### src/rtl/tick_sched_pkg.sv
// Shared types and constants for the tick/slot scheduler.
package tick_sched_pkg;

  typedef enum logic [1:0] {
    StIdle = 2'd0,
    StRun  = 2'd1,
    StShot = 2'd2
  } sched_state_e;

  // Default divider width; the divisor resets to all-ones of this width.
  localparam int unsigned DefaultDivW = 13;

endpackage

### src/rtl/tick_prescaler.sv
// Free-running prescale counter with terminal-count detect against a programmable divisor.
module tick_prescaler #(
  parameter int unsigned DIV_W = 13
) (
  input  logic             clk,
  input  logic             reset,
  input  logic             clr,
  input  logic             en,
  input  logic [DIV_W-1:0] div_reg,
  output logic             tc
);

  logic [DIV_W-1:0] cnt_q, cnt_d;

  assign tc = en && (cnt_q == div_reg);

  always_comb begin
    cnt_d = cnt_q;
    if (clr) begin
      cnt_d = '0;
    end else if (en) begin
      cnt_d = tc ? '0 : cnt_q + DIV_W'(1);
    end
  end

  always_ff @(posedge clk) begin
    if (reset) begin
      cnt_q <= '0;
    end else begin
      cnt_q <= cnt_d;
    end
  end

endmodule

### src/rtl/tick_slot_scheduler.sv
// Start/stop/one-shot prescaler controller that shares the tick period round-robin
// between N_SLOTS consumers.
module tick_slot_scheduler
  import tick_sched_pkg::*;
#(
  parameter int unsigned DIV_W   = DefaultDivW,
  parameter int unsigned N_SLOTS = 4,
  parameter int unsigned SLOT_W  = 2
) (
  input  logic               clk,
  input  logic               reset,
  input  logic               start,
  input  logic               stop,
  input  logic               oneshot,
  input  logic               div_load,
  input  logic [DIV_W-1:0]   div_value,
  output logic               tick,
  output logic [SLOT_W-1:0]  slot,
  output logic [N_SLOTS-1:0] slot_en,
  output logic               busy,
  output logic               done
);

  sched_state_e     state_q, state_d;
  logic [SLOT_W-1:0] slot_q, slot_d;
  logic [DIV_W-1:0]  div_q, div_d;
  logic [DIV_W-1:0]  pend_val_q, pend_val_d;
  logic              pend_q, pend_d;
  logic              slot_last;

  assign busy      = (state_q != StIdle);
  assign slot      = slot_q;
  assign slot_last = (slot_q == SLOT_W'(N_SLOTS - 1));

  tick_prescaler #(
    .DIV_W(DIV_W)
  ) u_prescaler (
    .clk    (clk),
    .reset  (reset),
    .clr    (stop),
    .en     (busy),
    .div_reg(div_q),
    .tc     (tick)
  );

  always_comb begin
    state_d = state_q;
    done    = 1'b0;
    unique case (state_q)
      StIdle: begin
        if (start && !stop) state_d = oneshot ? StShot : StRun;
      end
      StRun: begin
        if (stop) state_d = StIdle;
      end
      StShot: begin
        if (stop) begin
          state_d = StIdle;
        end else if (tick && slot_last) begin
          state_d = StIdle;
          done    = 1'b1;
        end
      end
      default: state_d = StIdle;
    endcase
  end

  always_comb begin
    slot_d = slot_q;
    if (busy && stop) begin
      slot_d = '0;
    end else if (tick) begin
      slot_d = slot_last ? '0 : slot_q + SLOT_W'(1);
    end
  end

  // While busy a new divisor is staged so the period in progress is never cut short.
  always_comb begin
    div_d      = div_q;
    pend_d     = pend_q;
    pend_val_d = pend_val_q;
    if (!busy) begin
      pend_d = 1'b0;
      if (div_load) begin
        div_d = div_value;
      end else if (pend_q) begin
        div_d = pend_val_q;
      end
    end else begin
      if ((tick || stop) && pend_q) begin
        div_d  = pend_val_q;
        pend_d = 1'b0;
      end
      if (div_load) begin
        pend_val_d = div_value;
        pend_d     = 1'b1;
      end
    end
  end

  always_comb begin
    for (int i = 0; i < N_SLOTS; i++) begin
      slot_en[i] = busy && (slot_q == SLOT_W'(i));
    end
  end

  always_ff @(posedge clk) begin
    if (reset) begin
      state_q    <= StIdle;
      slot_q     <= '0;
      div_q      <= '1;
      pend_q     <= 1'b0;
      pend_val_q <= '0;
    end else begin
      state_q    <= state_d;
      slot_q     <= slot_d;
      div_q      <= div_d;
      pend_q     <= pend_d;
      pend_val_q <= pend_val_d;
    end
  end

endmodule

### config.mk
export PLATFORM = sky130hd
export DESIGN_NAME = tick_slot_scheduler
export DESIGN_NICKNAME = d
export VERILOG_FILES = /design/src/rtl/tick_sched_pkg.sv /design/src/rtl/tick_prescaler.sv /design/src/rtl/tick_slot_scheduler.sv
export SDC_FILE = /design/constraint.sdc
export NUM_CORES = 1
export LEC_CHECK = 0
export CAP_MARGIN = 20
export CELL_PAD_IN_SITES_DETAIL_PLACEMENT = 0
export CELL_PAD_IN_SITES_GLOBAL_PLACEMENT = 2
export CORE_MARGIN = 4
export CORE_UTILIZATION = 30
export CTS_CLUSTER_SIZE = 10
export DETAILED_ROUTE_END_ITERATION = 16
export PLACE_DENSITY_LB_ADDON = 0.1
export SYNTH_ARGS = -nofsm -noshare
export SYNTH_HDL_FRONTEND = slang
export SYNTH_SLANG_ARGS = --single-unit
### constraint.sdc
create_clock -name clk -period 1.9 [get_ports clk]
set_clock_uncertainty 0.05 [all_clocks]
set_input_delay 0.19 -clock clk [delete_from_list [all_inputs] [get_ports clk]]
set_output_delay 0.19 -clock clk [all_outputs]
set_load 0.01 [all_outputs]
==> results.md <==
- Number of clock sinks: 44
- Dpl cell area: 2708 sq um
- Synth top area share: 40.60%
- Post-Syn Area: roughly 2200 sq um
- Reg2Reg Setup Slack: 0.03 ns
- Final instance area: 2908 sq um
- Initial Util: 31.41%
- Top post-synthesis cells by area: dfxtp_1 (41%), xor2_1 (8.1%), nand2_1 (6.7%)
- Grt ovf: 0
- Max_cap viols: 0
- Hold Startpoint: div_value[1]
- Multi-input combinational cell area: 1200 sq um
- Initial antenna violation count: 0
- Reg area: between 800 and 900 sq um
- Commonest cells after routing, fill and taps aside: nand2_1 (39), dfxtp_1 (37), nor2_1 (28), clkdlybuf4s50_1 (25), buf_4 (24)
- First-pass GRT wire length: 8.680 mm
- CTS tree: done
- Num ports: 28
- Row count: 30
- Tcrit/Tclk final: 99.54%
- Worst Path Arrival: ~1.7 ns
- Fin worst setup slack: 0.008706 ns
- RR Startpoint: div_q[10]$_SDFFE_PP1P_
- CP max FO: 2
- Max Clk Rate: 0.5287 GHz
- I/O Buffers: 27
- Die Width: 93.04 um
- Clk slew on worst S/H paths: 0.08 ns
- Asr flop ratio synth: 0%
- Pleak: about 0.0012 uW
- Worst VDD drop: roughly 0.00032 V
- CP endpoint kind: output pin
- CTS Hold Buffers Added: 0
- Wire per inst: between 10 and 15 um
- N_diodes: 0
- H-Tree Depth: 2
- Setup TNS: 0 ns
- Most used DFF post-synth: dfxtp_1
- Area Growth Syn to Fin: 34.03%
- Syn Area/Cell: 8.575 sq um
- Cell count after synthesis: between 200 and 300
- Via density: 4.526
- Clock Tree Buf Depth: 2
- Synth cell types: 33
- Final setup fails: 0
- Slew Limit Fails: 0
- Core area: ~7000 sq um
- First-pass iteration count of the detailed router: 4
- Worst slack, placed: -0.1159 ns
- Die ar.: 8656 sq um
- Clock Root Buffer: clkbuf_8
- Nets: 324
- DR vias: 1797
- Crit. Startpoint: div_q[10]$_SDFFE_PP1P_
- Final wirelength: 5.216 mm
- Vias in the first global route: about 1800
- Worst Tran Pin Value: 0.4783 ns
- Seq/Total Area, Yosys: between 40% and 50%
- Most common cell after layout, fill and taps aside: nand2_1
- Layout cells sized above 1: 18.94%
- Total Routing Usage GR: around 13%
- Period minus WS final: 1.891 ns
- PwrDens: approximately 720 nW/um^2
- Outcome: complete, no violations
- Worst-skew pair later-pin latency: ~0.3 ns
- CP Class: flop to output pin
- RSZ-0062 raised after global routing: true
- Synthesized net count: about 280
- Synth warn: 0
- Final Total Pwr: 2086 uW
- Rel. slew slack: 68.03%
- Final HPWL DP: between 3 and 4 mm
- CP Launch Type: flop
- Drt first-iter violations: 32
- Worst Hold Class: primary input to flop
- Leading area contributor after synthesis: dfxtp_1
- Cts bufs inserted: 5
- ANT nets after route: 0
- Post-synth EDFFs: 0
- Die H: 93.04 um
- Largest net degree at the start of global routing: 37
- Final GP Congestion: 0.7316
- Filler cell count: 716
- Worst EP required: approximately 1.7 ns
- Hold Vio Cnt, Final: 0
- Remaining DRCs: 0
- Seq cells post-synth: 44
==> area by class of cell <==
cell class	instances	area share (%)
tap	96	4.131
multi-input combinational	186	41.27
clock buffer	7	3.313
sequential	44	30.59
inverter	7	0.9897
timing repair buffer	56	18.67
clock inverter	1	1.033
==> synth_stat cells, drive strengths merged, types with 2 or more instances <==
master and count:
buf 3, nand3 3, and3 16, dfxtp 44, a21oi 16, mux2i 14
xor2 20, nor2 29, a21boi 2, a221oi 2, nand2 39, inv 7
nand4 3, and2 4, nor4 4, clkbuf 13, xnor2 4, ha 5
and4 4, a211oi 14
==> final timing paths <==
path	end	cells past startpoint
hold / removal	pend_val_q[1]$_SDFFE_PP0P_	3
setup / recovery	done	6
hold reg to reg	pend_val_q[4]$_SDFFE_PP0P_	2
setup reg to reg	slot[0]$_SDFFE_PP0N_	6
==> where the power goes <==
group	total, uW	switching [uW]	internal, uW
clock	788	323	464
sequential	997	29.4	968
combinational	301	145	155
total	2090	498	1590
==> registers in the layout, indices dropped and copies added (netlist names) <==
signal / flops
div_q: 13
pend_val_q: 13
u_prescaler.cnt_q: 13
slot: 2
state_q: 2
pend_q: 1
==> what timing repair did <==
action,4_1_cts,5_1_grt
cloned,0,1
hold endpoints to repair,0,0
buffers inserted,2,0
setup endpoints to repair,20,25
gates resized for setup,17,8
pin swaps,4,4
==> critical path, cell delays in order, from the launching register on <==
cell     delay (ns)
dfxtp_2        0.33
xor2_1         0.16
nor4_2         0.34
nand4_2        0.18
inv_2          0.09
and3_1         0.13
buf_2          0.13
==> logic make-up (layout without fill, tap and decap cells) <==
group / count (synthesis) / after routing / share of synthesized area, %
buf+inv: 23 / 71 / 5.133
xor+xnor: 24 / 24 / 9.689
mux: 14 / 14 / 6.459
simple gates: 106 / 106 / 24.28
flops: 44 / 44 / 40.60
compound gates: 37 / 37 / 10.96
fa+ha+maj: 5 / 5 / 2.884
==> layer usage <==
| layer | track usage, % | vias up | routed length [um] |
|---|---|---|---|
| met4 | 4.396 | 0 | 60 |
| met3 | 2.816 | 4 | 157 |
| met5 | 0 | - | 0 |
| met1 | 17.86 | 816 | 2694 |
| li1 | - | 958 | - |
| met2 | 19.50 | 19 | 2303 |
==> stage by stage <==
step           hold WS [ns]  std cells  util [%]
2_1_floorplan        0.2760        253         -
3_3_place_gp         0.3929        386     39.20
3_5_place_dp         0.3998        386     39.20
4_1_cts              0.3951        396     41.50
5_1_grt              0.4068        397     42.10
6_report             0.4024        397     42.10
No activity file was read; power rests on OpenSTA's default activity.
